[src/rtl/win_lose_banner_draw_pkg.sv]
// Shared types and constants for the win/lose banner drawer and its rectangle hit helper.
package win_lose_pkg;

  localparam int unsigned COORD_W = 11;
  localparam int unsigned EXT_W   = COORD_W + 1;
  localparam int unsigned CNT_W   = 8;

  localparam logic BANNER_SEL_WIN  = 1'b0;
  localparam logic BANNER_SEL_LOSE = 1'b1;

  typedef enum logic [1:0] {
    IDLE      = 2'd0,
    SHOW_WIN  = 2'd1,
    SHOW_LOSE = 2'd2
  } banner_state_t;

  typedef struct packed {
    logic [COORD_W-1:0] x;
    logic [COORD_W-1:0] y;
  } coord_t;

  // Signed coordinates (top-left) widen by sign bit, scan coordinates by zero.
  function automatic logic [EXT_W-1:0] sext(input logic [COORD_W-1:0] v);
    return {v[COORD_W-1], v};
  endfunction

  function automatic logic [EXT_W-1:0] zext(input logic [COORD_W-1:0] v);
    return {1'b0, v};
  endfunction

endpackage

[src/rtl/win_lose_banner_draw_rect_hit_reg.sv]
// Signed rectangle hit test with registered hit flag and bitmap-relative offsets (1-cycle latency).
module rect_hit_reg
  import win_lose_pkg::*;
#(
  parameter int unsigned OBJECT_WIDTH_X  = 128,
  parameter int unsigned OBJECT_HEIGHT_Y = 32
) (
  input  logic   clk,
  input  logic   reset,
  input  coord_t pixel_i,
  input  coord_t top_left_i,
  input  logic   enable_i,
  output logic   hit_o,
  output coord_t offset_o
);

  logic signed [EXT_W-1:0] px_s;
  logic signed [EXT_W-1:0] py_s;
  logic signed [EXT_W-1:0] tlx_s;
  logic signed [EXT_W-1:0] tly_s;
  logic signed [EXT_W-1:0] rx_s;
  logic signed [EXT_W-1:0] by_s;
  logic                    inside_c;

  logic   hit_d;
  logic   hit_q;
  coord_t off_d;
  coord_t off_q;

  assign px_s  = $signed(zext(pixel_i.x));
  assign py_s  = $signed(zext(pixel_i.y));
  assign tlx_s = $signed(sext(top_left_i.x));
  assign tly_s = $signed(sext(top_left_i.y));
  assign rx_s  = tlx_s + $signed(EXT_W'(OBJECT_WIDTH_X));
  assign by_s  = tly_s + $signed(EXT_W'(OBJECT_HEIGHT_Y));

  // Right and bottom edges are exclusive.
  assign inside_c = (px_s >= tlx_s) && (px_s < rx_s) &&
                    (py_s >= tly_s) && (py_s < by_s);

  // Low bits of the 12-bit difference equal the wrapped 11-bit difference.
  always_comb begin
    hit_d = 1'b0;
    off_d = '0;
    if (inside_c) begin
      hit_d   = enable_i;
      off_d.x = pixel_i.x - top_left_i.x;
      off_d.y = pixel_i.y - top_left_i.y;
    end
  end

  always_ff @(posedge clk) begin
    if (reset) begin
      hit_q <= 1'b0;
      off_q <= '0;
    end else begin
      hit_q <= hit_d;
      off_q <= off_d;
    end
  end

  assign hit_o    = hit_q;
  assign offset_o = off_q;

endmodule

[src/rtl/win_lose_banner_draw.sv]
// Win/lose banner drawer: game-over FSM, optional frame blink (WIN_LOSE_BANNER_BLINK_EN),
// and registered draw request / bitmap offsets for the banner ROM and drawing mux.
module win_lose_banner_draw
  import win_lose_pkg::*;
#(
  parameter int unsigned OBJECT_WIDTH_X  = 128,
  parameter int unsigned OBJECT_HEIGHT_Y = 32,
  parameter int unsigned BLINK_FRAMES    = 15
) (
  input  logic               clk,
  input  logic               reset,
  input  logic               startOfFrame,
  input  logic [COORD_W-1:0] pixelX,
  input  logic [COORD_W-1:0] pixelY,
  input  logic [COORD_W-1:0] topLeftX,
  input  logic [COORD_W-1:0] topLeftY,
  input  logic               playerWin,
  input  logic               playerLose,
  input  logic               restart,
  output logic               drawingRequest,
  output logic [COORD_W-1:0] offsetX,
  output logic [COORD_W-1:0] offsetY,
  output logic               bannerSel,
  output logic               bannerActive
);

  banner_state_t state_q;
  banner_state_t state_d;
  logic          banner_sel_q;
  logic          banner_sel_d;
  logic          banner_active_q;
  logic          banner_active_d;
  logic          visible_c;
  logic          draw_en_c;

  coord_t pix_c;
  coord_t top_left_c;
  coord_t off_c;

  always_ff @(posedge clk) begin
    if (reset) begin
      state_q         <= IDLE;
      banner_sel_q    <= BANNER_SEL_WIN;
      banner_active_q <= 1'b0;
    end else begin
      state_q         <= state_d;
      banner_sel_q    <= banner_sel_d;
      banner_active_q <= banner_active_d;
    end
  end

  // Restart beats win/lose; lose beats win; SHOW_* states are sticky.
  always_comb begin
    state_d         = state_q;
    banner_sel_d    = BANNER_SEL_WIN;
    banner_active_d = 1'b0;
    if (restart) begin
      state_d = IDLE;
    end else begin
      case (state_q)
        IDLE: begin
          if (playerLose) begin
            state_d = SHOW_LOSE;
          end else if (playerWin) begin
            state_d = SHOW_WIN;
          end
        end
        SHOW_WIN, SHOW_LOSE: ;
        default: state_d = IDLE;
      endcase
    end
    banner_active_d = (state_d != IDLE);
    banner_sel_d    = (state_d == SHOW_LOSE) ? BANNER_SEL_LOSE : BANNER_SEL_WIN;
  end

`ifdef WIN_LOSE_BANNER_BLINK_EN
  logic [CNT_W-1:0] frame_cnt_q;
  logic [CNT_W-1:0] frame_cnt_d;
  logic             visible_q;
  logic             visible_d;

  // Counter restarts in IDLE and on entry to a SHOW_* state.
  always_comb begin
    frame_cnt_d = frame_cnt_q;
    visible_d   = visible_q;
    if ((state_q == IDLE) || (state_d == IDLE)) begin
      frame_cnt_d = '0;
      visible_d   = 1'b1;
    end else if (startOfFrame) begin
      if (frame_cnt_q == CNT_W'(BLINK_FRAMES - 1)) begin
        frame_cnt_d = '0;
        visible_d   = ~visible_q;
      end else begin
        frame_cnt_d = frame_cnt_q + CNT_W'(1);
      end
    end
  end

  always_ff @(posedge clk) begin
    if (reset) begin
      frame_cnt_q <= '0;
      visible_q   <= 1'b1;
    end else begin
      frame_cnt_q <= frame_cnt_d;
      visible_q   <= visible_d;
    end
  end

  assign visible_c = visible_q;
`else
  assign visible_c = 1'b1;
`endif

  // A pixel sampled together with restart is never drawn.
  assign draw_en_c = banner_active_q && visible_c && !restart;

  assign pix_c.x      = pixelX;
  assign pix_c.y      = pixelY;
  assign top_left_c.x = topLeftX;
  assign top_left_c.y = topLeftY;

  rect_hit_reg #(
    .OBJECT_WIDTH_X (OBJECT_WIDTH_X),
    .OBJECT_HEIGHT_Y(OBJECT_HEIGHT_Y)
  ) u_rect_hit_reg (
    .clk       (clk),
    .reset     (reset),
    .pixel_i   (pix_c),
    .top_left_i(top_left_c),
    .enable_i  (draw_en_c),
    .hit_o     (drawingRequest),
    .offset_o  (off_c)
  );

  assign offsetX      = off_c.x;
  assign offsetY      = off_c.y;
  assign bannerSel    = banner_sel_q;
  assign bannerActive = banner_active_q;

endmodule

[config.mk]
export PLATFORM = sky130hd
export DESIGN_NAME = win_lose_banner_draw
export DESIGN_NICKNAME = d
export VERILOG_FILES = /design/src/rtl/win_lose_banner_draw_pkg.sv /design/src/rtl/win_lose_banner_draw_rect_hit_reg.sv /design/src/rtl/win_lose_banner_draw.sv
export SDC_FILE = /design/constraint.sdc
export NUM_CORES = 1
export LEC_CHECK = 0
export CAP_MARGIN = 20
export CORE_MARGIN = 2
export CORE_UTILIZATION = 43
export CTS_BUF_LIST = sky130_fd_sc_hd__clkbuf_2
export DETAILED_ROUTE_END_ITERATION = 10
export HOLD_SLACK_MARGIN = 0.03
export PLACE_DENSITY = 0.77
export SYNTH_ARGS = -nofsm -noshare
export SYNTH_HDL_FRONTEND = slang
export SYNTH_HIERARCHICAL = 1
export SYNTH_SLANG_ARGS = --single-unit
[constraint.sdc]
create_clock -name clk -period 2.94 [get_ports clk]
set_clock_uncertainty 0.2 [all_clocks]
set_input_delay 0.588 -clock clk [delete_from_list [all_inputs] [get_ports clk]]
set_output_delay 0.588 -clock clk [all_outputs]
set_load 0.03 [all_outputs]
==> metrics.yaml <==
status: "complete, no violations"
power.share.clock_pct: 14.3
finalSetupViolCount: 0
slew_headroom_pct: 74.9
synthMuxAreaShare_pct: 0.452
ios: 75
maxSlewViolCount: 0
synth_area_per_cell_um2: 8.55
cts_max_level: 1
synth_warnings: 6
rsz0062_at_grt: "no"
io_buffer_count: 73
synth.area.top_cells: "dfxtp_1, ha_1, inv_1, xnor2_1, nor2_1"
core_area_um2: 5040
multi_input_area_um2: 1750
routed_wl_um: 6580
drc_errors: 0
syn_nets: 347
end_kind: "register"
ys_ff_latch: 27
grt_pass1_wl_um: 9430
cts-root-buf: "clkbuf_2"
firstDrtPassIters: 4
cp_cell_sequence: "clkdlybuf4s50_1, inv_1, ha_4, nand4_1, a211oi_4, buf_4, or4_4, o311ai_4, o2111ai_4, buf_12, nor3_4"
fmax_ghz: 0.345
critPathSlowestCell: "or4_4"
drtAntennaViolNets: 0
clk_pin_slew_ns: 0.28
synth_top_family_by_area: "compound AO/OA/AOI/OAI gates"
tritoncts: "built"
leakage_nw: 1.85
layout_min_cycle_time_ns: 2.90
cts_buffers: 3
synth_fa_ha_area_share_pct: 22.2
combPwrFrac_pct: 50.6
powerDensity_nw_per_um2: 279
grt-ovfl-total: 0
chipWidth_um: 75.7
regArea_um2: 541
syn_to_final_growth_pct: 73.9
hpwl_um: 4770
synth_xor_area_share_pct: 6.73
arrival_ns: 3.02
max_slew.worst_pin.slew_ns: 0.374
wl_per_cell_um: 13.9
final_util_pct: 76.4
timing_hold_violations_final: 0
synth_flop_cell: "dfxtp_1"
vias: 2492
rows: 26
clock_latency_ns: 0.37
async_flop_share_pct: 0
die_area_um2: 5740
synth_compound_area_share_pct: 22.5
slowest_delay_ns: 0.54
n_antenna_cell: 0
drv_cap: 0
viasPerCell: 5.27
yosys.area.top_type: "dfxtp_1"
p_int_mw: 0.702
p_sw_mw: 0.371
syn_inst: 259
ir_drop_uv: 174
place_congestion: 0.913
die_y_um: 75.7
netSwitchingFraction_pct: 34.5
drtIter0Drc: 69
first_global_vias: 2294
synth_cell_types: 44
cts_hold_buf: 0
hold_path.class: "register to register"
synthSimpleGateAreaFrac_pct: 17.4
synth_area_um2: 2210
antenna_found_initial: 0
min_period_over_period_pct: 98.6
seq_power_share_pct: 35.1
critical_path_class: "input port to register"
synth_top_area_share_pct: 24.4
crit_family: "simple AND/OR/NAND/NOR gates"
synth_edf_count: 0
clockBufferDepth: 2
drive_gt1_share_pct: 27.5
cts_sinks: 27
critPathBufInv: 4
grtUsageTotal_pct: 20.9
initial_core_util_pct: 43.9
grt_max_degree: 15
whs_ns: 0.316
start_kind: "input port"
crit_fanout: 6
worstPathRequired_ns: 3.06
fin_nets: 492
fillers: 352
ys_seq_area_share_pct: 24.4
-- metrics by stage --
step / area [um2] / setup WS (ns) / total power, mW / setup TNS, ns / std cells
after floorplan: 2220 / 0.00408 / 0.634 / 0 / 259
after global placement: 3510 / -0.493 / 0.842 / -9.73 / 463
after detailed placement: 3510 / -0.527 / 0.857 / -10.58 / 463
after CTS: 3610 / -0.0429 / 1.02 / -0.398 / 469
after global routing: 3850 / 0.00204 / 1.13 / 0 / 473
final: 3850 / 0.0410 / 1.07 / 0 / 473
-- cell usage in the layout (no fill, tap or decap), types with 6 or more instances in the layout --
master / n
a21o_1: 9
a21oi_1: 13
buf_4: 66
clkdlybuf4s50_1: 58
dfxtp_1: 27
dlymetal6s2s_1: 14
ha_1: 24
ha_4: 8
inv_1: 29
nand2b_1: 6
nand3_1: 7
nand4_1: 6
nor2_1: 23
nor3_1: 7
o21a_1: 7
o21ai_0: 11
xnor2_1: 13
-- path summary, 6_finish.rpt --
| path | slack [ns] | start | to | depth (start not counted) |
|---|---|---|---|---|
| worst max register to register | 1.75 | state_q[0] | bannerActive | 2 |
| worst max-delay path | 0.04 | topLeftY[4] | u_rect_hit_reg/offset_o[4] | 11 |
| worst min-delay path | 0.32 | state_q[0] | bannerSel | 1 |
| worst min register to register | 0.32 | state_q[0] | bannerSel | 1 |
-- repair_timing --
action / 4_1_cts / 5_1_grt
gates cloned: 1 / 1
gates resized for setup: 10 / 43
buffers inserted: 1 / 3
pin swaps: 5 / 20
endpoints found under the setup margin: 23 / 23
-- state kept, by name, indices dropped and copies added (netlist names) --
register,cells
state_q,2
u_rect_hit_reg/offset_o,22
bannerSel,1
bannerActive,1
u_rect_hit_reg/hit_o,1
-- layout make-up --
| class | instances | share of cell area (%) |
|---|---|---|
| Clock buffer | 4 | 0.520 |
| Sequential cell | 27 | 14.0 |
| Timing Repair Buffer | 142 | 34.6 |
| Tap cell | 70 | 2.27 |
| Inverter | 33 | 3.22 |
| Multi-Input combinational cell | 197 | 45.3 |
-- routing by layer --
layer  wire, um  track usage (%)  share of wire (%)  vias to the layer above
met5          0                0                  0                        -
met4        126             6.63                1.9                        0
li1           -                -                  -                     1213
met3        269             1.19                4.1                       16
met2       3470             38.2                 53                       81
met1       2710             25.9                 41                     1182
-- power by group through the flow --
| stage | clock network, mW | registers, mW | logic (mW) |
|---|---|---|---|
| 5_1_grt | 0.166 | 0.378 | 0.589 |
| 3_5_place_dp | 0 | 0.383 | 0.474 |
| 2_1_floorplan | 0 | 0.394 | 0.240 |
| 4_1_cts | 0.148 | 0.376 | 0.493 |
| 6_report | 0.154 | 0.377 | 0.543 |
| 3_3_place_gp | 0 | 0.383 | 0.460 |
-- cells in the mapped netlist, types with 3 or more instances --
master    count
nand4_1       6
nand2b_1      7
nor3_1       10
xor2_1        4
nand2_1       4
nor4_1        3
a211oi_1      5
a21oi_1      14
xnor2_1      13
ha_1         36
inv_1        33
nor2_1       26
a21o_1        9
nor2b_1       4
dfxtp_1      27
nand3_1       7
o21ai_0      12
o21a_1        7
-- worst register-to-register path: stages (launching register included) --
cell       delay [ns]
dfxtp_1          0.46
nor4_1           0.08
a2111oi_1        0.36
-- kinds of logic (layout without fill, tap and decap cells) --
kind of cell	after synthesis	count (layout)
multiplexers	1	1
adder cells (fa/ha/maj)	38	38
XOR/XNOR	17	17
AND/OR/NAND/NOR	74	74
flip-flops	27	27
AO/OA/AOI/OAI	67	67
buffers and inverters	35	179
(Power assumes the default switching activity.)
